`src/rtl/timer_pkg.sv`:
```
// rtl/timer_pkg.sv - shared types, limits and preset clamps for the countdown timer
//
// Purpose: holds the timer state encoding and the field limits that the
// top level and the testbench agree on.
// Contents:
//   CENT_MAX, SEC_MAX, MIN_MAX  largest value of each time field
//   state_t                     IDLE / RUN / PAUSE / DONE
//   clamp_min, clamp_sec        limit an out-of-range preset to its field maximum
package timer_pkg;

  localparam int CENT_MAX = 99;
  localparam int SEC_MAX  = 59;
  localparam int MIN_MAX  = 99;

  typedef enum logic [1:0] {
    ST_IDLE  = 2'd0,
    ST_RUN   = 2'd1,
    ST_PAUSE = 2'd2,
    ST_DONE  = 2'd3
  } state_t;

  function automatic logic [6:0] clamp_min(input logic [6:0] v);
    return (v > 7'(MIN_MAX)) ? 7'(MIN_MAX) : v;
  endfunction

  function automatic logic [5:0] clamp_sec(input logic [5:0] v);
    return (v > 6'(SEC_MAX)) ? 6'(SEC_MAX) : v;
  endfunction

endpackage

```
`src/rtl/tick_gen.sv`:
```
// rtl/tick_gen.sv - clock divider producing one centisecond tick every CLK_DIV cycles
//
// Purpose: counts 0..CLK_DIV-1 while enabled and flags the last count.
// Ports:
//   clk   rising-edge clock
//   rst   asynchronous active-high reset, clears the count
//   en    count this cycle; when low the count is held
//   clr   synchronous clear to 0, wins over en
//   tick  high for the one cycle the count sits at CLK_DIV-1 while enabled
module tick_gen #(
  parameter int CLK_DIV = 500_000
) (
  input  logic clk,
  input  logic rst,
  input  logic en,
  input  logic clr,
  output logic tick
);

  localparam int              CW   = (CLK_DIV > 1) ? $clog2(CLK_DIV) : 1;
  localparam logic [CW-1:0]   LAST = CW'(CLK_DIV - 1);

  logic [CW-1:0] cnt;

  always_ff @(posedge clk or posedge rst) begin
    if (rst) begin
      cnt <= '0;
    end else if (clr) begin
      cnt <= '0;
    end else if (en) begin
      if (cnt == LAST) begin
        cnt <= '0;
      end else begin
        cnt <= cnt + 1'b1;
      end
    end
  end

  assign tick = en && (cnt == LAST);

endmodule

```
`src/rtl/countdown_timer.sv`:
```
// rtl/countdown_timer.sv - min:sec:centisecond countdown timer with load/start/pause
//
// Purpose: counts a loaded min:sec preset down to 00:00:00 at one step per
// centisecond tick, then sits in DONE until a new preset is loaded.
// Ports:
//   clk      rising-edge clock
//   rst      asynchronous active-high reset
//   load     capture set_min/set_sec (clamped), centiseconds cleared; ignored in RUN
//   set_min  preset minutes 0..99
//   set_sec  preset seconds 0..59
//   start    begin or resume counting (level)
//   pause    suspend counting; wins over start
//   cent     remaining centiseconds
//   sec      remaining seconds
//   min      remaining minutes
//   running  high while in RUN
//   done     high while in DONE
//   expired  one-cycle pulse after the edge that enters DONE
module countdown_timer #(
  parameter int CLK_DIV = 500_000
) (
  input  logic       clk,
  input  logic       rst,
  input  logic       load,
  input  logic [6:0] set_min,
  input  logic [5:0] set_sec,
  input  logic       start,
  input  logic       pause,
  output logic [6:0] cent,
  output logic [5:0] sec,
  output logic [6:0] min,
  output logic       running,
  output logic       done,
  output logic       expired
);

  import timer_pkg::*;

  state_t     state, state_next;
  logic [6:0] cent_next, min_next;
  logic [5:0] sec_next;
  logic [6:0] dec_cent, dec_min;
  logic [5:0] dec_sec;
  logic       dec_zero, count_zero;
  logic       load_ok;
  logic       div_en, div_clr;
  logic       tick;

  assign load_ok    = load && (state != ST_RUN);
  assign count_zero = (cent == 7'd0) && (sec == 6'd0) && (min == 7'd0);

  // The divider only runs in RUN; leaving RUN for PAUSE keeps its phase so a
  // resume continues the partly elapsed centisecond.
  assign div_en  = (state == ST_RUN);
  assign div_clr = load_ok || (state == ST_IDLE) || (state == ST_DONE);

  tick_gen #(
    .CLK_DIV (CLK_DIV)
  ) u_tick_gen (
    .clk  (clk),
    .rst  (rst),
    .en   (div_en),
    .clr  (div_clr),
    .tick (tick)
  );

  // Borrowing decrement: each field only borrows from the next one up when it
  // is already zero, so no field can wrap below zero.
  always_comb begin
    dec_cent = cent;
    dec_sec  = sec;
    dec_min  = min;
    if (cent != 7'd0) begin
      dec_cent = cent - 7'd1;
    end else if (sec != 6'd0) begin
      dec_sec  = sec - 6'd1;
      dec_cent = 7'(CENT_MAX);
    end else if (min != 7'd0) begin
      dec_min  = min - 7'd1;
      dec_sec  = 6'(SEC_MAX);
      dec_cent = 7'(CENT_MAX);
    end
    dec_zero = (dec_cent == 7'd0) && (dec_sec == 6'd0) && (dec_min == 7'd0);
  end

  always_comb begin
    state_next = state;
    cent_next  = cent;
    sec_next   = sec;
    min_next   = min;
    if (load_ok) begin
      state_next = ST_IDLE;
      cent_next  = 7'd0;
      sec_next   = clamp_sec(set_sec);
      min_next   = clamp_min(set_min);
    end else begin
      case (state)
        ST_IDLE: begin
          if (start && !count_zero) begin
            state_next = ST_RUN;
          end
        end
        ST_RUN: begin
          if (tick) begin
            cent_next = dec_cent;
            sec_next  = dec_sec;
            min_next  = dec_min;
            // Reaching zero takes priority over a simultaneous pause.
            if (dec_zero) begin
              state_next = ST_DONE;
            end else if (pause) begin
              state_next = ST_PAUSE;
            end
          end else if (pause) begin
            state_next = ST_PAUSE;
          end
        end
        ST_PAUSE: begin
          if (start && !pause) begin
            state_next = ST_RUN;
          end
        end
        ST_DONE: begin
          state_next = ST_DONE;
        end
        default: begin
          state_next = ST_IDLE;
        end
      endcase
    end
  end

  always_ff @(posedge clk or posedge rst) begin
    if (rst) begin
      state   <= ST_IDLE;
      cent    <= 7'd0;
      sec     <= 6'd0;
      min     <= 7'd0;
      running <= 1'b0;
      done    <= 1'b0;
      expired <= 1'b0;
    end else begin
      state   <= state_next;
      cent    <= cent_next;
      sec     <= sec_next;
      min     <= min_next;
      running <= (state_next == ST_RUN);
      done    <= (state_next == ST_DONE);
      expired <= (state == ST_RUN) && (state_next == ST_DONE);
    end
  end

endmodule

```
`config.mk`:
```
export PLATFORM = sky130hd
export DESIGN_NAME = countdown_timer
export DESIGN_NICKNAME = d
export VERILOG_FILES = /design/src/rtl/timer_pkg.sv /design/src/rtl/tick_gen.sv /design/src/rtl/countdown_timer.sv
export SDC_FILE = /design/constraint.sdc
export NUM_CORES = 1
export LEC_CHECK = 0
export BUFFER_PORTS_ARGS = -buffer_cell sky130_fd_sc_hd__buf_4
export CORE_MARGIN = 4
export CORE_UTILIZATION = 52
export DETAILED_ROUTE_END_ITERATION = 10
export GPL_TIMING_DRIVEN = 1
export PLACE_DENSITY = 0.77
export SYNTH_ARGS = -nofsm -noshare
export SYNTH_HDL_FRONTEND = slang
export SYNTH_SLANG_ARGS = --single-unit
```
`constraint.sdc`:
```
create_clock -name clk -period 2.2 [get_ports clk]
set_input_delay 0 -clock clk [delete_from_list [all_inputs] [get_ports clk]]
set_output_delay 0 -clock clk [all_outputs]
set_load 0.03 [all_outputs]
```
==> results.json, run 1 <==
{
  "status": "finished, violations left",
  "violations": "negative setup slack",
  "setup_viol_count_final": 5,
  "die_width_um": 81.7,
  "clk-insertion-delay-late_ns": 0.31,
  "firstDrtPassIters": 5,
  "clock-root-buffer": "clkbuf_8",
  "vdd_drop_max_v": 0.000879,
  "clk_path_buf_depth": 2,
  "ant_nets": 0,
  "path_max_fanout": 6,
  "num_io_pins": 41,
  "fin_area_sq_um": 4210,
  "dp.cells": 510,
  "crit_chain": "inv_2 > ha_4 > nor4b_4 > buf_4 > buf_4 > o211ai_1 > a21oi_1 > o21ai_0 > and4_1 > a311o_1 > o22ai_1",
  "cts_tree": "yes",
  "viasPerCell": 5.83,
  "overflow": 0,
  "clock_skew_ns": 0.00593,
  "num_rows": 26,
  "area_growth_pct": 48.9,
  "leakage_nw": 1.95,
  "syn-cell-area_sq_um": 2830,
  "htree_num_levels": 2,
  "place_area_sq_um": 3700,
  "clk_pin_slew_ns": 0.09,
  "grt_pass1_vias": 2912,
  "io_buffers": 40,
  "power_per_cell_area_nw_per_um2": 945,
  "fin_crit_ns": 2.31,
  "critPathKind": "reg2reg",
  "fin_crit_sh_pct": 105,
  "syn_inst": 340,
  "yosysUniqueCellTypes": 56,
  "gr-usage-all-layers_pct": 27.4,
  "pwr-share-seq_pct": 29.3,
  "grt_pass1_wl_um": 13900,
  "drive_above_1_share_pct": 36.6,
  "first_iter_violations": 284,
  "slowest_delay_ns": 0.41,
  "routed_wl_um": 8980,
  "synthFlopType": "dfrtp_1",
  "layout.nets": 496,
  "final_util_pct": 81.3,
  "crit_path_end_kind": "flip-flop",
  "gp_congestion": 0.883,
  "place_ws_ns": -0.147,
  "drcViolationCount": 0,
  "drv_cap": 0,
  "worst_pin_slew_ns": 0.738,
  "die_y_um": 81.7,
  "syn_area_per_cell_sq_um": 8.31,
  "finalHoldWorstSlack_ns": 0.0306,
  "clkPwrFrac_pct": 13.7,
  "seq_area_frac_synth_pct": 39.0,
  "maxSlewHeadroom_pct": 50.5,
  "yosys.area.top_type_share_pct": 39.0,
  "rsz0062_at_grt": "true",
  "core-area_sq_um": 5170,
  "grt_max_degree": 23,
  "num_vias": 3167,
  "hpwl_um": 6280,
  "p_switching_mw": 1.74,
  "synth_seq_cells": 44,
  "synth_fp_nets": 364,
  "initial_utilization_pct": 54.6,
  "max_clock_freq_mhz": 433,
  "yosysTopAreaCell": "dfrtp_1",
  "drt-wirelength-per-cell_um": 16.5,
  "critical_path.startpoint_type": "flip-flop",
  "worstPathRequired_ns": 2.43,
  "swShare_pct": 43.8,
  "synth.area.top_cells": "dfrtp_1, o21ai_0, nor2_1",
  "ys_warn_count": 0,
  "hold_viol": 0,
  "fillers": 316,
  "synth-edff-count": 0,
  "num_antenna_cells": 0,
  "p_int_mw": 2.24,
  "async_flop_share_pct": 100,
  "min_path_type": "in2reg",
  "cp_common_cell": "buf_4",
  "pwr-share-comb_pct": 56.9,
  "final.setup.worst_slack_ns": -0.107,
  "worstPathArrival_ns": 2.53,
  "final_max_slew_viol_count": 0,
  "final_cells": 543,
  "numCtsBuffers": 5,
  "antenna_found_initial": 0,
  "critical-path-slowest-cell": "dfrtp_2",
  "dieArea_sq_um": 6680,
  "clkSinkCount": 44
}
## layout by cell type, fill, tap and decap left out, drive strengths merged, types with 6 or more instances in the layout
cell and count:
xnor2 8, nand3 16, nor4 7, nand4 6, o22ai 6, o21ai 37
dfrtp 44, nand2 35, buf 121, clkbuf 6, a21oi 13, nor2 44
inv 22, a31oi 6, dlygate4sd3 15, nor3 9, ha 6
## through the flow
step	setup TNS, ns	total power, mW
after floorplan	-0.656	2.27
after global placement	-0.561	3.15
after detailed placement	-0.749	3.18
after CTS	-0.200	3.78
after global routing	-1.46	4.21
final	-0.343	3.98
## synth_stat cells (all sizes together), types with 2 or more instances
| master | instances |
|---|---|
| o21a | 2 |
| a21oi | 13 |
| o21ai | 37 |
| mux2i | 5 |
| nor2 | 44 |
| clkbuf | 8 |
| nor2b | 2 |
| a22oi | 2 |
| and2 | 2 |
| or3 | 3 |
| o22ai | 6 |
| nand3 | 16 |
| nand4 | 6 |
| a31oi | 6 |
| a211oi | 2 |
| buf | 3 |
| a311oi | 2 |
| nand2b | 5 |
| and4 | 2 |
| o31ai | 4 |
| and3 | 2 |
| nor4 | 7 |
| o221ai | 3 |
| xor2 | 3 |
| dfrtp | 44 |
| nand2 | 35 |
| nor3b | 3 |
| a311o | 2 |
| nor4b | 3 |
| ha | 6 |
| mux2 | 2 |
| nor3 | 9 |
| inv | 23 |
| nand4b | 2 |
| xnor2 | 8 |
| or2 | 4 |
| a22o | 2 |
| a41o | 2 |
## worst max-delay path, delay by kind of cell, from the launching register on
| kind | cells | cell delay, ns |
|---|---|---|
| compound gates | 5 | 0.79 |
| fa+ha+maj | 1 | 0.13 |
| buf+inv | 3 | 0.42 |
| flops | 1 | 0.41 |
| simple gates | 2 | 0.48 |
## layout make-up
cell class | instances | area, sq um | area share, %
well taps | 70 | 87.6 | 2.08
clock buffers | 6 | 82.6 | 1.96
flip-flops and latches | 44 | 1110 | 26.3
clock inverters | 2 | 15.0 | 0.357
multi-input cells | 262 | 1760 | 41.8
inverters | 23 | 86.3 | 2.05
repair buffers | 136 | 1070 | 25.5
## worst paths after layout
kind	from	end	slack [ns]	cells after the start
worst max-delay path	cent[0]	running	-0.11	11
max in group asynchronous	rst	sec[0]	1.32	4
worst max register to register	cent[0]	running	-0.11	11
worst min-delay path	load	state[0]	0.03	3
min in group asynchronous	rst	u_tick_gen.cnt[14]	0.28	3
worst min register to register	u_tick_gen.cnt[17]	u_tick_gen.cnt[17]	0.52	1
## power groups by stage
stage,sequential (mW),clock (mW),combinational (mW)
finish,1.17,0.546,2.26
global route,1.20,0.586,2.43
CTS,1.14,0.549,2.09
detailed placement,1.15,0,2.03
global placement,1.15,0,2.00
floorplan,1.43,0,0.839
## state kept, by name (all words and copies together), names as in the netlist
signal          flops
state               2
sec                 6
running             1
done                1
u_tick_gen.cnt     19
min                 7
expired             1
cent                7
## layer usage
metal  share of wire, %  global-route usage [%]  vias up
met5                  0                       0        -
met4                1.9                    8.47        0
met3                9.0                    4.61       17
met2                 45                    41.9      193
met1                 44                    39.6     1465
li1                   -                       -     1492
## cell families (layout without fill, tap and decap cells)
| group | count (synthesis) | in the layout | share of synthesized area [%] |
|---|---|---|---|
| xor+xnor | 11 | 11 | 3.41 |
| flops | 44 | 44 | 39.0 |
| buf+inv | 34 | 167 | 5.09 |
| simple gates | 147 | 147 | 27.1 |
| fa+ha+maj | 6 | 6 | 2.66 |
| compound gates | 91 | 91 | 20.2 |
| mux | 7 | 7 | 2.57 |
## repair_timing
item / in CTS / in global routing
resized for setup: 11 / 33
cloned: 0 / 0
hold endpoints to repair: 33 / 0
endpoints found under the setup margin: 13 / 16
pin swaps: 2 / 9
buffers inserted: 3 / 7
hold buffers: 15 / 0
(Power assumes the default switching activity.)
==> run 2: changes to the inputs <==
--- a/config.mk
+++ b/config.mk
@@ -7,10 +7,10 @@
 export LEC_CHECK = 0
 export BUFFER_PORTS_ARGS = -buffer_cell sky130_fd_sc_hd__buf_4
 export CORE_MARGIN = 4
-export CORE_UTILIZATION = 52
+export CORE_UTILIZATION = 57
 export DETAILED_ROUTE_END_ITERATION = 10
-export GPL_TIMING_DRIVEN = 1
-export PLACE_DENSITY = 0.77
+export GPL_TIMING_DRIVEN = 0
+export PLACE_DENSITY = 0.8
 export SYNTH_ARGS = -nofsm -noshare
 export SYNTH_HDL_FRONTEND = slang
 export SYNTH_SLANG_ARGS = --single-unit
==> constraint.sdc (replaced) <==
create_clock -name clk -period 2.5 [get_ports clk]
set_input_delay 0 -clock clk [delete_from_list [all_inputs] [get_ports clk]]
set_output_delay 0 -clock clk [all_outputs]
set_load 0.03 [all_outputs]
==> results.json, run 2 (synthesis results as in run 1) <==
{
  "status": "finished, violations left",
  "violations": "negative setup slack",
  "clkSinkCount": 44,
  "r2r_end": "expired",
  "final_cells": 490,
  "place_ws_ns": -0.182,
  "drt-wirelength-per-cell_um": 16.4,
  "dieArea_sq_um": 6150,
  "min_to": "state[0]",
  "num_io_pins": 41,
  "clk_pin_slew_ns": 0.08,
  "critical_path.startpoint_type": "flip-flop",
  "grt_pass1_wl_um": 13200,
  "core-area_sq_um": 4750,
  "ant_nets": 0,
  "largest_reg_flops": 19,
  "hpwl_um": 5470,
  "grt_max_degree": 25,
  "most-common-layout-cells": "buf_4, nor2_1, dfrtp_1",
  "fillers": 338,
  "final_common_cell": "buf_4",
  "multiInputGateArea_sq_um": 1660,
  "vdd_drop_max_v": 0.000750,
  "firstDrtPassIters": 6,
  "drcViolationCount": 0,
  "final.setup.worst_slack_ns": -0.0379,
  "numCtsBuffers": 5,
  "power_mw": 3.15,
  "top_register": "u_tick_gen.cnt",
  "worstPathRequired_ns": 2.74,
  "viasPerCell": 6.01,
  "whs_path_depth": 3,
  "routed_wl_um": 8060,
  "final_util_pct": 78.5,
  "power_per_cell_area_nw_per_um2": 843,
  "grt_pass1_vias": 2682,
  "io_buffers": 40,
  "maxSlewHeadroom_pct": 55.4,
  "overflow": 0,
  "antenna_found_initial": 0,
  "cts_tree": "yes",
  "r2r_cells": 8,
  "r2r-start": "u_tick_gen.cnt[11]",
  "hold_viol": 0,
  "fin_crit_sh_pct": 102,
  "clk-insertion-delay-late_ns": 0.30,
  "num_antenna_cells": 0,
  "first_iter_violations": 349,
  "clock_skew_ns": 0.00358,
  "clock-root-buffer": "clkbuf_8",
  "crit_chain": "nor4_4 > nand2_1 > or4b_4 > a311o_1 > nor4_4 > nand3_2 > buf_4 > inv_1",
  "rsz0062_at_grt": "true",
  "clk_path_buf_depth": 2,
  "min_path_type": "in2reg",
  "regArea_sq_um": 1110,
  "die_y_um": 78.4,
  "fin_tns_setup_ns": -0.108,
  "path_max_fanout": 4,
  "leakage_nw": 1.68,
  "finalHoldWorstSlack_ns": 0.0154,
  "initial_utilization_pct": 59.4,
  "critical-path-slowest-cell": "or4b_4",
  "min-delay-start": "load",
  "worst_pin_slew_ns": 0.666,
  "drive_above_1_share_pct": 24.3,
  "setup_viol_count_final": 4,
  "worstPathArrival_ns": 2.78,
  "fin_area_sq_um": 3730,
  "area_growth_pct": 32.1,
  "crit_path_end_kind": "flip-flop",
  "place_area_sq_um": 3240,
  "gr-usage-all-layers_pct": 27.2,
  "drv_cap": 0,
  "layout.nets": 446,
  "critPathKind": "reg2reg",
  "gp_congestion": 0.982,
  "final_max_slew_viol_count": 0,
  "max_clock_freq_mhz": 394,
  "fin_crit_ns": 2.54,
  "cp_common_cell": "nor4_4",
  "slowest_delay_ns": 0.58,
  "top_regs": "u_tick_gen.cnt (19), cent (7), min (7)",
  "num_vias": 2945,
  "dp.cells": 448,
  "htree_num_levels": 2,
  "die_width_um": 78.4,
  "num_rows": 25,
  "ff2ff_setup_slack_ns": -0.04
}
[run 2: cell count changes in the layout (fill, tap and decap cells not counted), sizes merged]
cell	change
bufinv	+1
inv	+1
buf	-56
clkinvlp	-2
clkbuf	+6
[run 2: worst max-delay path by stage]
stage                             startpoint  depth (start not counted)  slack [ns]  endpoint
after detailed placement              sec[0]                         10       -0.18   running
final                     u_tick_gen.cnt[11]                          8       -0.04   expired
after global routing      u_tick_gen.cnt[10]                          7       -0.20  state[0]
after floorplan                      cent[0]                         10        0.01   running
after global placement                sec[0]                         10       -0.13   running
after CTS                             sec[1]                         10       0.007   running
[run 2: layout make-up]
class / count / share of cell area (%)
flip-flops and latches: 44 / 29.7
inverters: 23 / 2.31
repair buffers: 77 / 16.8
clock inverters: 2 / 0.939
clock buffers: 6 / 1.95
plain buffers: 9 / 1.51
well taps: 67 / 2.25
multi-input cells: 262 / 44.5
[run 2: routing by layer]
| metal | part of all wire, % | global-route usage [%] | wire length [um] |
|---|---|---|---|
| met1 | 44 | 39.5 | 3530 |
| met5 | 0 | 0 | 0 |
| met3 | 9.7 | 6.08 | 785 |
| met4 | 1.9 | 8.74 | 157 |
| met2 | 44 | 40.5 | 3580 |
[run 2: worst max-delay path, delay by kind of cell (launching register included)]
kind / cells / cell delay [ns]
buffers and inverters: 2 / 0.20
AOI/OAI and AO/OA: 1 / 0.35
and+or+nand+nor: 5 / 1.49
DFF: 1 / 0.44
[run 2: what timing repair did]
item / 4_1_cts / 5_1_grt
hold buffers: 15 / 0
pin swaps: 4 / 11
buffers inserted: 3 / 18
endpoints found under the setup margin: 6 / 10
cloned: 0 / 0
gates resized for setup: 7 / 18
hold endpoints to repair: 34 / 0
[run 2: report_power, final]
part / switching (mW) / internal [mW]
Clock: 0.242 / 0.297
Combinational: 0.912 / 0.612
Sequential: 0.228 / 0.854
Total: 1.38 / 1.76
==> run 3: changes to the inputs <==
==> constraint.sdc (replaced) <==
create_clock -name clk -period 2.5 [get_ports clk]
set_input_delay 0.5 -clock clk [delete_from_list [all_inputs] [get_ports clk]]
set_output_delay 0.5 -clock clk [all_outputs]
set_load 0.1 [all_outputs]
==> results.json, run 3 (synthesis results as in run 1) <==
{
  "worstPathRequired_ns": 2.70,
  "drv_cap": 0,
  "firstDrtPassIters": 5,
  "antenna_found_initial": 0,
  "numCtsBuffers": 5,
  "gp_congestion": 0.917,
  "clock_skew_ns": 0.00416,
  "num_vias": 2927,
  "leakage_nw": 1.61,
  "area_growth_pct": 30.5,
  "ant_nets": 0,
  "num_rows": 25,
  "fin_tns_setup_ns": -0.118,
  "clkSinkCount": 44,
  "hold_buffers": 0,
  "grt_max_degree": 30,
  "vdd_drop_max_v": 0.00124,
  "hpwl_um": 5520,
  "clk_path_buf_depth": 2,
  "min_path_type": "in2async",
  "max_clock_freq_mhz": 393,
  "first_iter_violations": 238,
  "setup_viol_count_final": 4,
  "drive_above_1_share_pct": 30.5,
  "finalHoldWorstSlack_ns": 0.164,
  "layout.nets": 436,
  "critical_path.startpoint_type": "flip-flop",
  "hold_viol": 0,
  "drt-wirelength-per-cell_um": 16.9,
  "cp-startpoint": "u_tick_gen.cnt[6]",
  "worstPathArrival_ns": 2.74,
  "clk_pin_slew_ns": 0.09,
  "grt_pass1_vias": 2777,
  "die_width_um": 78.4,
  "io_buffers": 40,
  "final_max_slew_viol_count": 0,
  "viasPerCell": 6.10,
  "cts_tree": "yes",
  "die_y_um": 78.4,
  "dp.cells": 448,
  "fillers": 352,
  "status": "finished, violations left",
  "drcViolationCount": 0,
  "final_common_cell": "buf_4",
  "routed_wl_um": 8100,
  "clock-root-buffer": "clkbuf_8",
  "clk-insertion-delay-late_ns": 0.31,
  "power_per_cell_area_nw_per_um2": 1020,
  "overflow": 0,
  "top_register": "u_tick_gen.cnt",
  "num_antenna_cells": 0,
  "rsz0062_at_grt": "true",
  "r2r_cells": 7,
  "grt_pass1_wl_um": 13600,
  "initial_utilization_pct": 59.4,
  "num_io_pins": 41,
  "dieArea_sq_um": 6150,
  "r2r-start": "u_tick_gen.cnt[6]",
  "crit_path_end_kind": "flip-flop",
  "largest_reg_flops": 19,
  "maxSlewHeadroom_pct": 56.8,
  "critPathKind": "reg2reg",
  "path_max_fanout": 3,
  "gr-usage-all-layers_pct": 27.7,
  "fin_crit_sh_pct": 102,
  "htree_num_levels": 2,
  "most-common-layout-cells": "buf_4, nor2_1, o21ai_0",
  "violations": "negative setup slack",
  "worst_pin_slew_ns": 0.646,
  "final_cells": 480,
  "final.setup.worst_slack_ns": -0.0430,
  "top_regs": "u_tick_gen.cnt (19), cent (7), min (7)",
  "place_ws_ns": -0.177,
  "fin_crit_ns": 2.54,
  "core-area_sq_um": 4750
}
## run 3: changes by cell type in the layout (fill, tap and decap cells not counted), sizes merged
cell	delta
buf	+5
clkinv	-1
bufinv	-1
clkinvlp	+2
dlygate4sd3	-15
## run 3: metal layers
layer / share of wire (%) / GRT usage [%]
met5: 0 / 0
met4: 1.9 / 9.27
met3: 8.1 / 5.05
met2: 45 / 42.4
met1: 45 / 39.6
## run 3: through the flow
stage	power (mW)	instance area, sq um	utilization [%]
2_1_floorplan	2.63	2870	-
3_3_place_gp	3.07	3260	68.5
3_5_place_dp	3.10	3280	68.9
4_1_cts	3.63	3510	73.9
5_1_grt	3.97	3690	77.5
6_report	3.76	3690	77.5
## run 3: final timing paths
check / to / slack [ns]
worst max-delay path: running / -0.04
worst min-delay path: u_tick_gen.cnt[6] / 0.16
worst max register to register: running / -0.04
worst min register to register: u_tick_gen.cnt[8] / 0.53
max in group asynchronous: cent[2] / 1.84
min in group clk: state[0] / 0.42
## run 3: final cells by class
class                   instances  area, sq um  area share (%)
plain buffers                   9         57.6            1.56
clock buffers                   6         82.6            2.24
clock inverters                 2         15.0           0.407
inverters                      23         91.3            2.48
multi-input cells             262         1700            46.1
flip-flops and latches         44         1130            30.8
well taps                      67         83.8            2.27
repair buffers                 67          523            14.2
## run 3: critical path, stage by stage, from the launching register on
cell     delay (ns)
dfrtp_1        0.42
nor4_2         0.30
nand2_1        0.13
or4b_4         0.56
a311o_1        0.38
nor4_4         0.34
a311o_1        0.23
o22ai_1        0.08
## run 3: what timing repair did
action | 4_1_cts | 5_1_grt
pin swaps | 5 | 10
endpoints found under the setup margin | 6 | 11
resized for setup | 13 | 18
setup buffers | 12 | 14
## run 3: power by group
part / switching [mW] / leakage (nW) / internal (mW)
clock: 0.264 / 0.0434 / 0.224
sequential: 0.242 / 0.561 / 0.877
combinational: 1.52 / 1.00 / 0.630
